File: src/rtl/azpr_vector_sampler.sv
`default_nettype none
// azpr_vector_sampler: samples synchronised pad vectors inside a timer window,
// timestamps them and streams {timestamp, vector} records from a FIFO over valid/ready.
module azpr_vector_sampler #(
   parameter int CH_NUM     = 4,
   parameter int TS_W       = 32,
   parameter int DIV_W      = 16,
   parameter int FIFO_DEPTH = 16
) (
   input  logic                   clk,
   input  logic                   reset,
   input  logic                   en,
   input  logic                   mode,
   input  logic [DIV_W-1:0]       div,
   input  logic [TS_W-1:0]        win_start,
   input  logic [TS_W-1:0]        win_stop,
   input  logic [CH_NUM-1:0]      pad_in,
   output logic [TS_W+CH_NUM-1:0] rec_data,
   output logic                   rec_valid,
   input  logic                   rec_ready,
   output logic                   active,
   output logic                   overflow,
   output logic [15:0]            drop_cnt
);
   localparam int REC_W = TS_W + CH_NUM;
   localparam int AW    = $clog2(FIFO_DEPTH);
   localparam logic [AW:0] CNT_FULL = (AW+1)'(FIFO_DEPTH);

   typedef enum logic [1:0] {IDLE, WAIT, CAPT, DONE} state_t;
   state_t state, state_nx;

   logic [CH_NUM-1:0] sync1, sync2, last_vec;
   logic [TS_W-1:0]   timer;
   logic [DIV_W-1:0]  div_cnt;
   logic              en_d, seen;
   logic [REC_W-1:0]  mem [FIFO_DEPTH];
   logic [AW-1:0]     wr_ptr, rd_ptr;
   logic [AW:0]       count;

   logic tick, rise, sample_ev, first, push_req, full, pop, push_ok, drop;

   assign tick      = en & (div_cnt == div);
   assign active    = en & (timer >= win_start) & (timer < win_stop);
   assign rise      = en & ~en_d;
   // DONE latches the end of the window even if the window registers move later.
   assign sample_ev = tick & active & (state != DONE);
   assign first     = rise | ~seen;
   assign push_req  = sample_ev & (~mode | first | (sync2 != last_vec));
   assign full      = (count == CNT_FULL);
   assign rec_valid = (count != '0);
   assign pop       = rec_valid & rec_ready;
   assign push_ok   = push_req & (~full | pop);
   assign drop      = push_req & ~push_ok;
   assign rec_data  = rec_valid ? mem[rd_ptr] : '0;

   always_comb begin
      state_nx = state;
      if (!en) begin
         state_nx = IDLE;
      end else begin
         unique case (state)
            IDLE: state_nx = WAIT;
            WAIT: begin
               if (timer >= win_stop)       state_nx = DONE;
               else if (timer >= win_start) state_nx = CAPT;
            end
            CAPT: if (timer >= win_stop) state_nx = DONE;
            DONE: state_nx = DONE;
            default: state_nx = IDLE;
         endcase
      end
   end

   always_ff @(posedge clk) begin
      if (reset) begin
         state    <= IDLE;
         sync1    <= '0;
         sync2    <= '0;
         last_vec <= '0;
         timer    <= '0;
         div_cnt  <= '0;
         en_d     <= 1'b0;
         seen     <= 1'b0;
         wr_ptr   <= '0;
         rd_ptr   <= '0;
         count    <= '0;
         overflow <= 1'b0;
         drop_cnt <= '0;
      end else begin
         state <= state_nx;
         sync1 <= pad_in;
         sync2 <= sync1;
         en_d  <= en;

         if (!en)                timer <= '0;
         else if (timer != '1)   timer <= timer + TS_W'(1);

         if (!en || tick) div_cnt <= '0;
         else             div_cnt <= div_cnt + DIV_W'(1);

         if (rise)           seen <= sample_ev;
         else if (sample_ev) seen <= 1'b1;

         if (push_req) last_vec <= sync2;

         if (push_ok) wr_ptr <= wr_ptr + AW'(1);
         if (pop)     rd_ptr <= rd_ptr + AW'(1);
         unique case ({push_ok, pop})
            2'b10:   count <= count + (AW+1)'(1);
            2'b01:   count <= count - (AW+1)'(1);
            default: count <= count;
         endcase

         // A new session clears the loss statistics, but a drop in that same cycle still counts.
         if (rise) begin
            overflow <= drop;
            drop_cnt <= {15'd0, drop};
         end else if (drop) begin
            overflow <= 1'b1;
            if (drop_cnt != 16'hFFFF) drop_cnt <= drop_cnt + 16'd1;
         end
      end
   end

   always_ff @(posedge clk) begin
      if (push_ok) mem[wr_ptr] <= {timer, sync2};
   end
endmodule
`default_nettype wire
File: config.mk
export PLATFORM = sky130hd
export DESIGN_NAME = azpr_vector_sampler
export DESIGN_NICKNAME = d
export VERILOG_FILES = /design/src/rtl/azpr_vector_sampler.sv
export SDC_FILE = /design/constraint.sdc
export NUM_CORES = 1
export LEC_CHECK = 0
export ABC_AREA = 1
export BUFFER_PORTS_ARGS = -buffer_cell sky130_fd_sc_hd__buf_2
export CORE_UTILIZATION = 33
export DETAILED_ROUTE_END_ITERATION = 10
export PLACE_DENSITY = 0.54
export SLEW_MARGIN = 0
export SYNTH_ARGS = -nofsm -noshare
export SYNTH_HDL_FRONTEND = slang
export SYNTH_SLANG_ARGS = --single-unit
File: constraint.sdc
create_clock -name clk -period 13 [get_ports clk]
set_clock_uncertainty 0.15 [all_clocks]
set_input_delay 0.65 -clock clk [delete_from_list [all_inputs] [get_ports clk]]
set_output_delay 0.65 -clock clk [all_outputs]
set_load 0.05 [all_outputs]
# Word level (Yosys, flattened, before mapping)
# Memories as Yosys holds them, arrays and structs flattened. A register that Yosys moved wholly into a read port is not among the register bits.
# Cells that the tools add are included.
[totals]
register_bits = 94
n_memories = 1
ram_bits = 576
input_bits = 89
wordCells = 89
output_inout_bits = 55
[classes]
n_eq_ne = 13
addsub = 7
bitwise = 20
n_lt_le_gt_ge = 3
n_mux = 17
n_reduce_logical = 14
[mem_list]
columns = ["memory", "depth", "word_bits", "read_ports", "rd_clocked_by_memory_dff", "wr", "line", "source"]
rows = [
  ["mem", 16, 36, 1, 1, 1, "36", "logic [REC_W-1:0] mem [FIFO_DEPTH];"],
]
[op_table]
columns = ["operator", "n"]
rows = [
  [">= comparator 32 bit", 2],
  ["two-way mux 36 bit", 1],
  ["adder 16 x 1 -> 16 bit, second input constant", 2],
  ["adder 32 x 1 -> 32 bit, second input constant", 1],
  ["< comparator 32 bit", 1],
  ["!= test 32 bit, second input constant", 1],
  ["== test 16 bit", 1],
  ["!= test 16 bit, second input constant", 1],
  ["bitwise AND 1 bit", 10],
  ["one-hot mux 5 bit (2 select lines)", 1],
  ["two-way mux 1 bit", 9],
  ["adder 4 x 1 -> 4 bit, second input constant", 2],
  ["two-way mux 4 bit", 2],
  ["one-hot mux 2 bit (4 select lines)", 1],
  ["nonzero test 2 bit", 4],
  ["== test 2 bit, second input constant", 3],
  ["two-way mux 2 bit", 3],
  ["NOT 1 bit", 6],
  ["AND reduction 2 bit", 3],
  ["OR reduction 2 bit", 3],
  ["adder 5 x 1 -> 5 bit, second input constant", 1],
  ["== test 5 bit, second input constant", 1],
  ["nonzero test 5 bit", 1],
  ["subtractor 5 x 1 -> 5 bit, second input constant", 1],
  ["8 further kinds", 13],
]

# Longest topological paths before layout
# Gate-level depths: netlist of the first run.
[logic_depth]
ltp_word = 11
mapped_depth = 27
depth_no_buf = 26

# Worst setup path before layout of the first run
# No wires, ideal clock.
[synth_path]
path_kind = "input port to flip-flop"
startpoint = "input port win_stop[5]"
endpoint = "memory mem[11][0] (netlist name) (enable)"
arrival_time_ns = 3.720
n_path_buf = 0
cell_stages = 15
t_required_ns = 12.421
setup_ns = 0.429
path_slack_ns = 8.701
cell_sequence = "inv_1 ha_1 a21oi_1 nor2_1 nor2_1 nand2_1 nand2_1 nand2_1 nand2_1 nand2_1 nor2_1 nand4_2 nor2_2 nand2_1 nor2_1"
[synth_between]
elab_chain_len = 8
[synth_rtl]
columns = ["item", "line", "source"]
rows = [
  ["start: declaration", "16", "input logic [TS_W-1:0] win_stop,"],
  ["< comparator 32 bit", "43", "assign active = en & (timer >= win_start) & (timer < win_stop);"],
  ["bitwise AND 1 bit", "43", ""],
  ["bitwise AND 1 bit (2 in series)", "46", "assign sample_ev = tick & active & (state != DONE);"],
  ["bitwise AND 1 bit", "48", "assign push_req = sample_ev & (~mode | first | (sync2 != last_vec));"],
  ["bitwise AND 1 bit", "52", "assign push_ok = push_req & (~full | pop);"],
  ["two-way mux 1 bit", "126", "if (push_ok) mem[wr_ptr] <= {timer, sync2};"],
  ["two-way mux 1 bit (not written as such)", "126", ""],
  ["end: declaration", "36", ""],
]
# No other way between the ends.

==> key figures, run 1 <==
Outcome
  – Status: finished clean

Power
  – Pwr Total: 4.49 mW
  – VDD IR max: 0.0000906 V
  – Clock power share: 47.0%
  – Switch share: 20.5%
  – Pleak: 12.6 nW
  – Sequential share of power: 51.8%
  – Logic pwr share: 1.2%
  – Sw Pwr: 0.921 mW
  – Internal: 3.57 mW
  – P per Cell Area: 135 nW/um2

Run
  – # Max-Cap Violations: 0

Routing
  – Final WL: 81.9 mm
  – DRC viols: 0
  – Initial DRC count: 1889
  – Vias post-DR: 20400
  – Routed vias/inst: 5.25
  – Total iterations of the first detailed-routing run: 7
  – Antenna Nets Post-Route: 0
  – Drt wl/cell: 21.1 um

Timing
  – Fin crit period: 6.08 ns
  – Relative slew margins: 22.4%
  – Worst Hold Slack: 0.114 ns
  – Unrepaired setup endpoints after global routing: false
  – Slew Limit Fails: 0
  – Final setup fails: 0
  – Period utilization: 46.8%
  – Post-route setup TNS: 0 ns
  – Highest clock rate: 164 MHz
  – Worst Tran Pin Value: 1.16 ns
  – Hold Vio Cnt, Final: 0

Critical path
  – Slowest cell delay on critical path: 0.82 ns
  – Reg2Reg Setup Slack: 7.79 ns
  – Crit. End Element: output port
  – Critical path endpoint: rec_data[31]
  – Worst path slowest cell: buf_4
  – Critical Path RT: 12.20 ns
  – R2R depth: 17
  – Cell mode on critical path: buf_4
  – Crit-path cells: buf_4, buf_4, buf_4, o21ai_0, o221ai_1, nand3_1, a21oi_1, buf_2
  – Crit start category: flip-flop
  – R2R Path End: mem[5][23]
  – Crit path max fanout: 88
  – Worst Path Arrival: 5.28 ns
  – Reg-to-reg startpoint: timer[0]
  – Worst Path Class, Setup: reg2out

Clocking
  – Num CTS Buffers: 72
  – Post-CTS Setup Inserts: 0
  – Hold_buf cts: 0
  – Clock transition at path regs: 0.06 ns
  – Root buf cell: clkbuf_16
  – H-tree levels: 3
  – Clock latency at the later pin of the worst-skew pair: 0.63 ns
  – Longest Clk Path Bufs: 3
  – # resized after CTS: 0
  – TritonCTS Sinks: 674
  – CTS tree: yes

Floorplan
  – CORE AREA: 86600 um2
  – I/O pins: 144
  – Vert. Die Dim: 298 um
  – DIE WIDTH: 298 um
  – Die area: 88600 um2
  – Initial cell density of the core: 33.3%
  – Num rows: 108

Cells and area
  – Commonest non-fill, non-tap cell in the layout: edfxtp_1
  – Finished Cell Area: 33300 um2
  – Layout cells sized above 1: 12.4%
  – Area grow syn2layout: 15.6%
  – Final core occ: 38.5%
  – Most frequent cells in the layout: edfxtp_1, nor2_1, o21ai_0
  – Nets: 2833
  – Antenna cells: 0
  – Fillers: 8286

Global route
  – Number of global-route vias before repair: 20300
  – Initial antenna violation count: 0
  – First-pass GRT wire length: 123 mm
  – GRT Resource Usage Total: 18.2%
  – GR Overflow Total: 0
  – Largest net degree at the start of global routing: 137

Placement
  – HPWL after DPL: 48.5 mm
  – Cell area after placement: 30900 um2
  – I/O Buffers: 143
  – GPL Wtd Cong: 0.880

Logic synthesis
  – Fraction of the yosys area taken by sequential cells: 66.7%
  – Distinct cell type count of the synthesized netlist: 47
  – Yosys reg bits: 674
  – Yosys warns: 0
  – Syn Std Cell Area: 28900 um2
  – Synthesized net count: 2713
  – Mapped Cells: 2548
  – Syn Area/Cell: 11.3 um2

Worst hold path
  – Hold depth: 3
  – Worst min path class: in2reg
cell families (layout without fill, tap and decap cells):
family,count (synthesis),in the layout,synth area share [%]
compound gates,624,624,12.6
fa+ha+maj,76,76,3.32
flops,674,674,66.7
xor+xnor,43,43,1.31
buf+inv,317,495,4.16
simple gates,814,814,11.9
how the worst min path moves through the flow:
stage	to	startpoint
after floorplan	sync2[0]	sync1[0]
after global placement	sync2[3]	sync1[3]
after detailed placement	sync2[1]	sync1[1]
after CTS	sync1[0]	pad_in[0]
after global routing	sync1[0]	pad_in[0]
final	sync1[0]	pad_in[0]
power groups by stage:
| stage | sequential (mW) | clock [mW] | combinational [mW] |
|---|---|---|---|
| 6_report | 2.32 | 2.11 | 0.0540 |
| 3_5_place_dp | 2.37 | 0 | 0.0542 |
| 2_1_floorplan | 2.37 | 0 | 0.0293 |
| 3_3_place_gp | 2.37 | 0 | 0.0533 |
| 4_1_cts | 2.32 | 2.16 | 0.0548 |
| 5_1_grt | 2.32 | 2.24 | 0.0614 |
layer usage:
layer  wire length (um)  GRT usage [%]  vias to the layer above
li1                   -              -                     9444
met1              35200           24.4                    10100
met2              39200           30.2                      697
met3               5780           3.08                      117
met4               1790           5.49                        0
met5                  0              0                        -
area by class of cell:
type	count	area (um2)	area share, %
clock buffers	92	1930	5.78
clock inverters	40	503	1.51
inverters	187	709	2.13
multi-input cells	1557	8510	25.5
flip-flops and latches	674	19300	57.8
well taps	1155	1450	4.33
repair buffers	176	976	2.93
worst max-delay path, delay by kind of cell (launching register included):
kind / cells / cell delay [ns]
compound gates: 3 / 0.97
buf+inv: 4 / 2.68
flops: 1 / 0.71
simple gates: 1 / 0.13
sequential cells by signal, summed over array words and instances (netlist names), named ones only:
| register | flops |
|---|---|
| count | 5 |
| div_cnt | 16 |
| drop_cnt | 16 |
| en_d | 1 |
| last_vec | 4 |
| mem | 576 |
| overflow | 1 |
| rd_ptr | 4 |
| seen | 1 |
| state | 2 |
| sync1 | 4 |
| sync2 | 4 |
| timer | 32 |
| wr_ptr | 4 |
cell usage after synthesis (all sizes together):
cell type / n / area share (%)
edfxtp: 576 / 60
nor2: 459 / 6.0
o21ai: 352 / 6.1
nand2: 185 / 2.5
inv: 184 / 2.4
clkbuf: 116 / 1.5
o221ai: 107 / 3.2
a21oi: 105 / 1.8
dfxtp: 98 / 6.8
nand3: 92 / 1.6
ha: 75 / 3.3
o22ai: 39 / 0.85
nand4: 30 / 0.67
nor3: 27 / 0.50
xnor2: 25 / 0.76
xor2: 18 / 0.55
buf: 14 / 0.22
nor4: 10 / 0.29
a31oi: 7 / 0.15
nor3b: 7 / 0.20
o21a: 6 / 0.16
a21o: 3 / 0.078
clkinv: 3 / 0.043
and3: 2 / 0.043
a22o: 1 / 0.030
a31o: 1 / 0.030
fa: 1 / 0.069
nand3b: 1 / 0.026
o2111ai: 1 / 0.030
o211ai: 1 / 0.026
o21bai: 1 / 0.026
or3: 1 / 0.022
per-stage QoR:
step | instances | setup slack [ns]
floorplan | 2548 | 8.70
global placement | 3748 | 7.65
detailed placement | 3748 | 7.62
CTS | 3880 | 6.96
global route | 3881 | 6.70
finish | 3881 | 6.92
Power figures use the tool's default switching activity.
==> run 2, diff against run 1 <==
Settings changed: ABC_AREA 1 to 0, PLACE_DENSITY 0.54 to 0.56.
Clock period 13 ns to 5.4 ns, I/O delays scaled along.
==> run 2 against run 1 <==
Utilization rose by 0.95 points. Setup slack got worse by 6.7 ns. Synthesized cell count fell by 37%. Sequential share of layout area rose by 0.42 points. Total power rose to 3.1 times the previous value. Via count fell by 25%. Sequential cell count did not move. First-iteration DRC count fell by 39%. Count of clock-buffer cells in the layout rose by 6. Area after synthesis fell by 2.8%. Final area fell by 0.69%. Worst hold slack got worse by 0.056 ns.
==> key figures, run 2 <==
Logic synthesis
  – Synthesized net count: 1761 (-35%)
  – Prevailing post-synth register cell: edfxtp_1
  – Syn Area/Cell: 17.6 um2 (+55%)
  – Syn Std Cell Area: 28100 um2 (-2.8%)
  – EDFF count, synth: 576 (unchanged)
  – Largest cells by area after synthesis: edfxtp_1, mux4_2, dfxtp_1
  – Post-synth top area share: 61.7% (+1.7 points)
  – Most common cell in the synthesized netlist: edfxtp_1
  – Async SR Flop Fraction: 0% (unchanged)
  – Area leader, netlist: edfxtp_1
  – Synth top cells by count: edfxtp_1, mux4_2, dfxtp_1, inv_1, nor2_1
  – Yosys reg bits: 674 (unchanged)
  – Yosys warns: 0 (unchanged)
  – Distinct cell type count of the synthesized netlist: 66 (+40%)
  – Mapped Cells: 1596 (-37%)
  – Fraction of the yosys area taken by sequential cells: 68.6% (+1.9 points)

Cells and area
  – Layout cells sized above 1: 28.0% (+16 points)
  – Commonest non-fill, non-tap cell in the layout: edfxtp_1
  – Top reg by flops: mem
  – Most frequent cells in the layout: edfxtp_1, mux4_2, buf_2
  – Area grow syn2layout: 18.0%
  – Nets: 1985 (-30%)
  – Regs by FF count: mem x576, timer x32
  – Final core occ: 39.4% (+0.95 points)
  – Number of flip-flops in the largest register: 576 (unchanged)

Critical path
  – Worst Path Arrival: 5.28 ns (about the same)
  – Worst path slowest cell: dfxtp_1
  – Crit. End Element: flip-flop
  – Critical Path RT: 5.52 ns (-6.68 ns)
  – Crit-path cells: ha_1, a21oi_1, o21ai_0, a221oi_1, a31oi_1, nand4bb_1, nor3_2, and3b_1, and2_2, buf_4
  – Crit start category: flip-flop
  – Delay-heaviest family, CP: simple AND/OR/NAND/NOR gates
  – Worst Path Class, Setup: reg2reg
  – WP buf/inv: 1 (-3)
  – Crit path max fanout: 21 (-76%)
  – Slowest cell delay on critical path: 0.75 ns (-0.07 ns)
  – Reg2Reg Setup Slack: 0.23 ns (-7.56 ns)

Global route
  – Met3 GRT Util: 3.26% (+0.18 points)
  – GR peak layer: met2
  – Largest net degree at the start of global routing: 120 (-12%)
  – First-pass GRT wire length: 105 mm (-15%)
  – GR Overflow Total: 0 (unchanged)
  – Initial antenna violation count: 5 (+5)
  – GR Util met2: 25.8% (-4.4 points)
  – Number of global-route vias before repair: 16000 (-21%)
  – GRT Resource Usage Total: 16.6% (-1.7 points)
  – Met1 Use GR: 23.6% (-0.72 points)

Clocking
  – TritonCTS Sinks: 674 (unchanged)
  – Root buf cell: clkbuf_16
  – Num CTS Buffers: 75 (+4.2%)
  – Longest Clk Path Bufs: 3 (unchanged)
  – Clock latency at the later pin of the worst-skew pair: 0.63 ns (about the same)
  – Clock transition at path regs: 0.06 ns (about the same)
  – H-tree levels: 3 (unchanged)
  – CTS tree: yes

Routing
  – DRC viols: 0 (unchanged)
  – Routed vias/inst: 5.08 (-3.3%)
  – Final WL: 70.0 mm (-14%)
  – Initial DRC count: 1143 (-39%)
  – Total iterations of the first detailed-routing run: 4 (-3)
  – Vias post-DR: 15300 (-25%)
  – Drt wl/cell: 23.2 um (+10%)
  – Antenna Nets Post-Route: 0 (unchanged)

Timing
  – Unrepaired setup endpoints after global routing: false
  – Fin crit period: 5.17 ns
  – Post-route setup TNS: 0 ns (unchanged)
  – Hold Vio Cnt, Final: 0 (unchanged)
  – Period utilization: 95.7%
  – Relative slew margins: 31.3% (+8.9 points)
  – Final setup fails: 0 (unchanged)
  – Highest clock rate: 194 MHz
  – Worst Tran Pin Value: 1.03 ns (-0.132 ns)
  – Slew Limit Fails: 0 (unchanged)

Floorplan
  – Num rows: 106 (-1.9%)
  – DIE WIDTH: 294 um (-1.4%)
  – CORE AREA: 84000 um2 (-3.1%)
  – I/O pins: 144 (unchanged)
  – Initial cell density of the core: 33.4% (+0.11 points)
  – Vert. Die Dim: 294 um (-1.4%)
  – Die area: 86200 um2 (-2.7%)

Power
  – Clock power share: 36.9% (-10 points)
  – Switch share: 29.1% (+8.6 points)
  – Sequential share of power: 41.5% (-10 points)
  – Internal: 9.83 mW (+180%)
  – Sw Pwr: 4.04 mW (+340%)
  – P per Cell Area: 419 nW/um2 (+210%)
  – Logic pwr share: 21.5% (+20 points)
  – VDD IR max: 0.000217 V (+140%)
  – Pleak: 10.8 nW (-14%)

Run
  – # Max-Cap Violations: 0 (unchanged)

Placement
  – I/O Buffers: 143 (unchanged)
  – HPWL after DPL: 42.3 mm (-13%)
  – GPL Wtd Cong: 0.796 (-9.5%)

Worst hold path
  – Worst min path class: in2reg

Outcome
  – Status: finished clean
[run 2: changes by cell type in the layout (fill, tap and decap cells not counted), sizes merged, moves of 39 or more]
cell,before,now
a21oi,105,43
and2,0,53
inv,191,86
mux4,0,180
nand2,185,44
nand3,92,33
nor2,459,78
o21ai,352,28
o221ai,107,0
o22ai,39,0
[run 2: area by class of cell]
cell class	instances	area (um2)
fill	7605	50800
clock inverter	42	473
antenna	1	2.50
tap	1134	1420
clock buffer	98	2040
sequential	674	19300
inverter	85	319
timing repair buffer	208	1300
multi-input combinational	776	8290
[run 2: worst paths after layout]
kind                            startpoint          to  cells after the start
worst max-delay path              timer[5]  mem[4][22]                     10
worst min-delay path                 reset    overflow                      2
worst max register to register    timer[5]  mem[4][22]                     10
worst min register to register    sync1[3]    sync2[3]                      1
[run 2: cells by family (layout without fill, tap and decap cells)]
logic type      after synthesis  after routing  share of synthesized area (%)
flops                       674            674                           68.6
simple gates                328            328                           6.33
mux                         194            194                           15.0
buf+inv                     146            433                           1.99
compound gates              118            118                           2.72
fa+ha+maj                    76             76                           3.42
xor+xnor                     60             60                           1.87
other cells                   0              1                              0
[run 2: metal layers]
layer  wire length, um  share of wire, %  vias up
met5                46             0.066        -
met4              1520               2.2        8
met3              4340               6.2      115
met2             32200                46      486
met1             31900                46     7955
li1                  -                 -     6768
[run 2: worst reg2reg max path, cell delays in order (launching register included)]
cell and delay (ns):
dfxtp_1 0.75, ha_1 0.37, a21oi_1 0.17, o21ai_0 0.11, a221oi_1 0.56, a31oi_1 0.44
nand4bb_1 0.38, nor3_2 0.51, and3b_1 0.29, and2_2 0.55, buf_4 0.52
[run 2: through the flow]
stage	setup WS, ns	instances	cell area [um2]	hold slack [ns]	total power [mW]
after floorplan	0.616	1596	28100	0.248	8.11
after global placement	0.388	2872	30500	0.286	8.93
after detailed placement	0.245	2872	30500	0.282	8.95
after CTS	0.234	3017	33100	0.0147	14.1
after global routing	0.0340	3017	33100	0.0670	14.4
final	0.235	3018	33100	0.0572	13.9
[run 2: timing repair]
item / in CTS / in global routing
hold endpoints to repair: 5 / 0
resized for setup: 0 / 1
setup endpoints to repair: 0 / 13
buffers inserted: 0 / 0
hold buffers: 5 / 0
[run 2: power by group through the flow]
stage                     combinational [mW]  clock (mW)  sequential (mW)
after floorplan                         2.37           0             5.74
after global placement                  3.05           0             5.88
after detailed placement                3.07           0             5.88
after CTS                               3.08        5.25             5.77
after global routing                    3.19        5.44             5.78
final                                   2.99        5.12             5.76
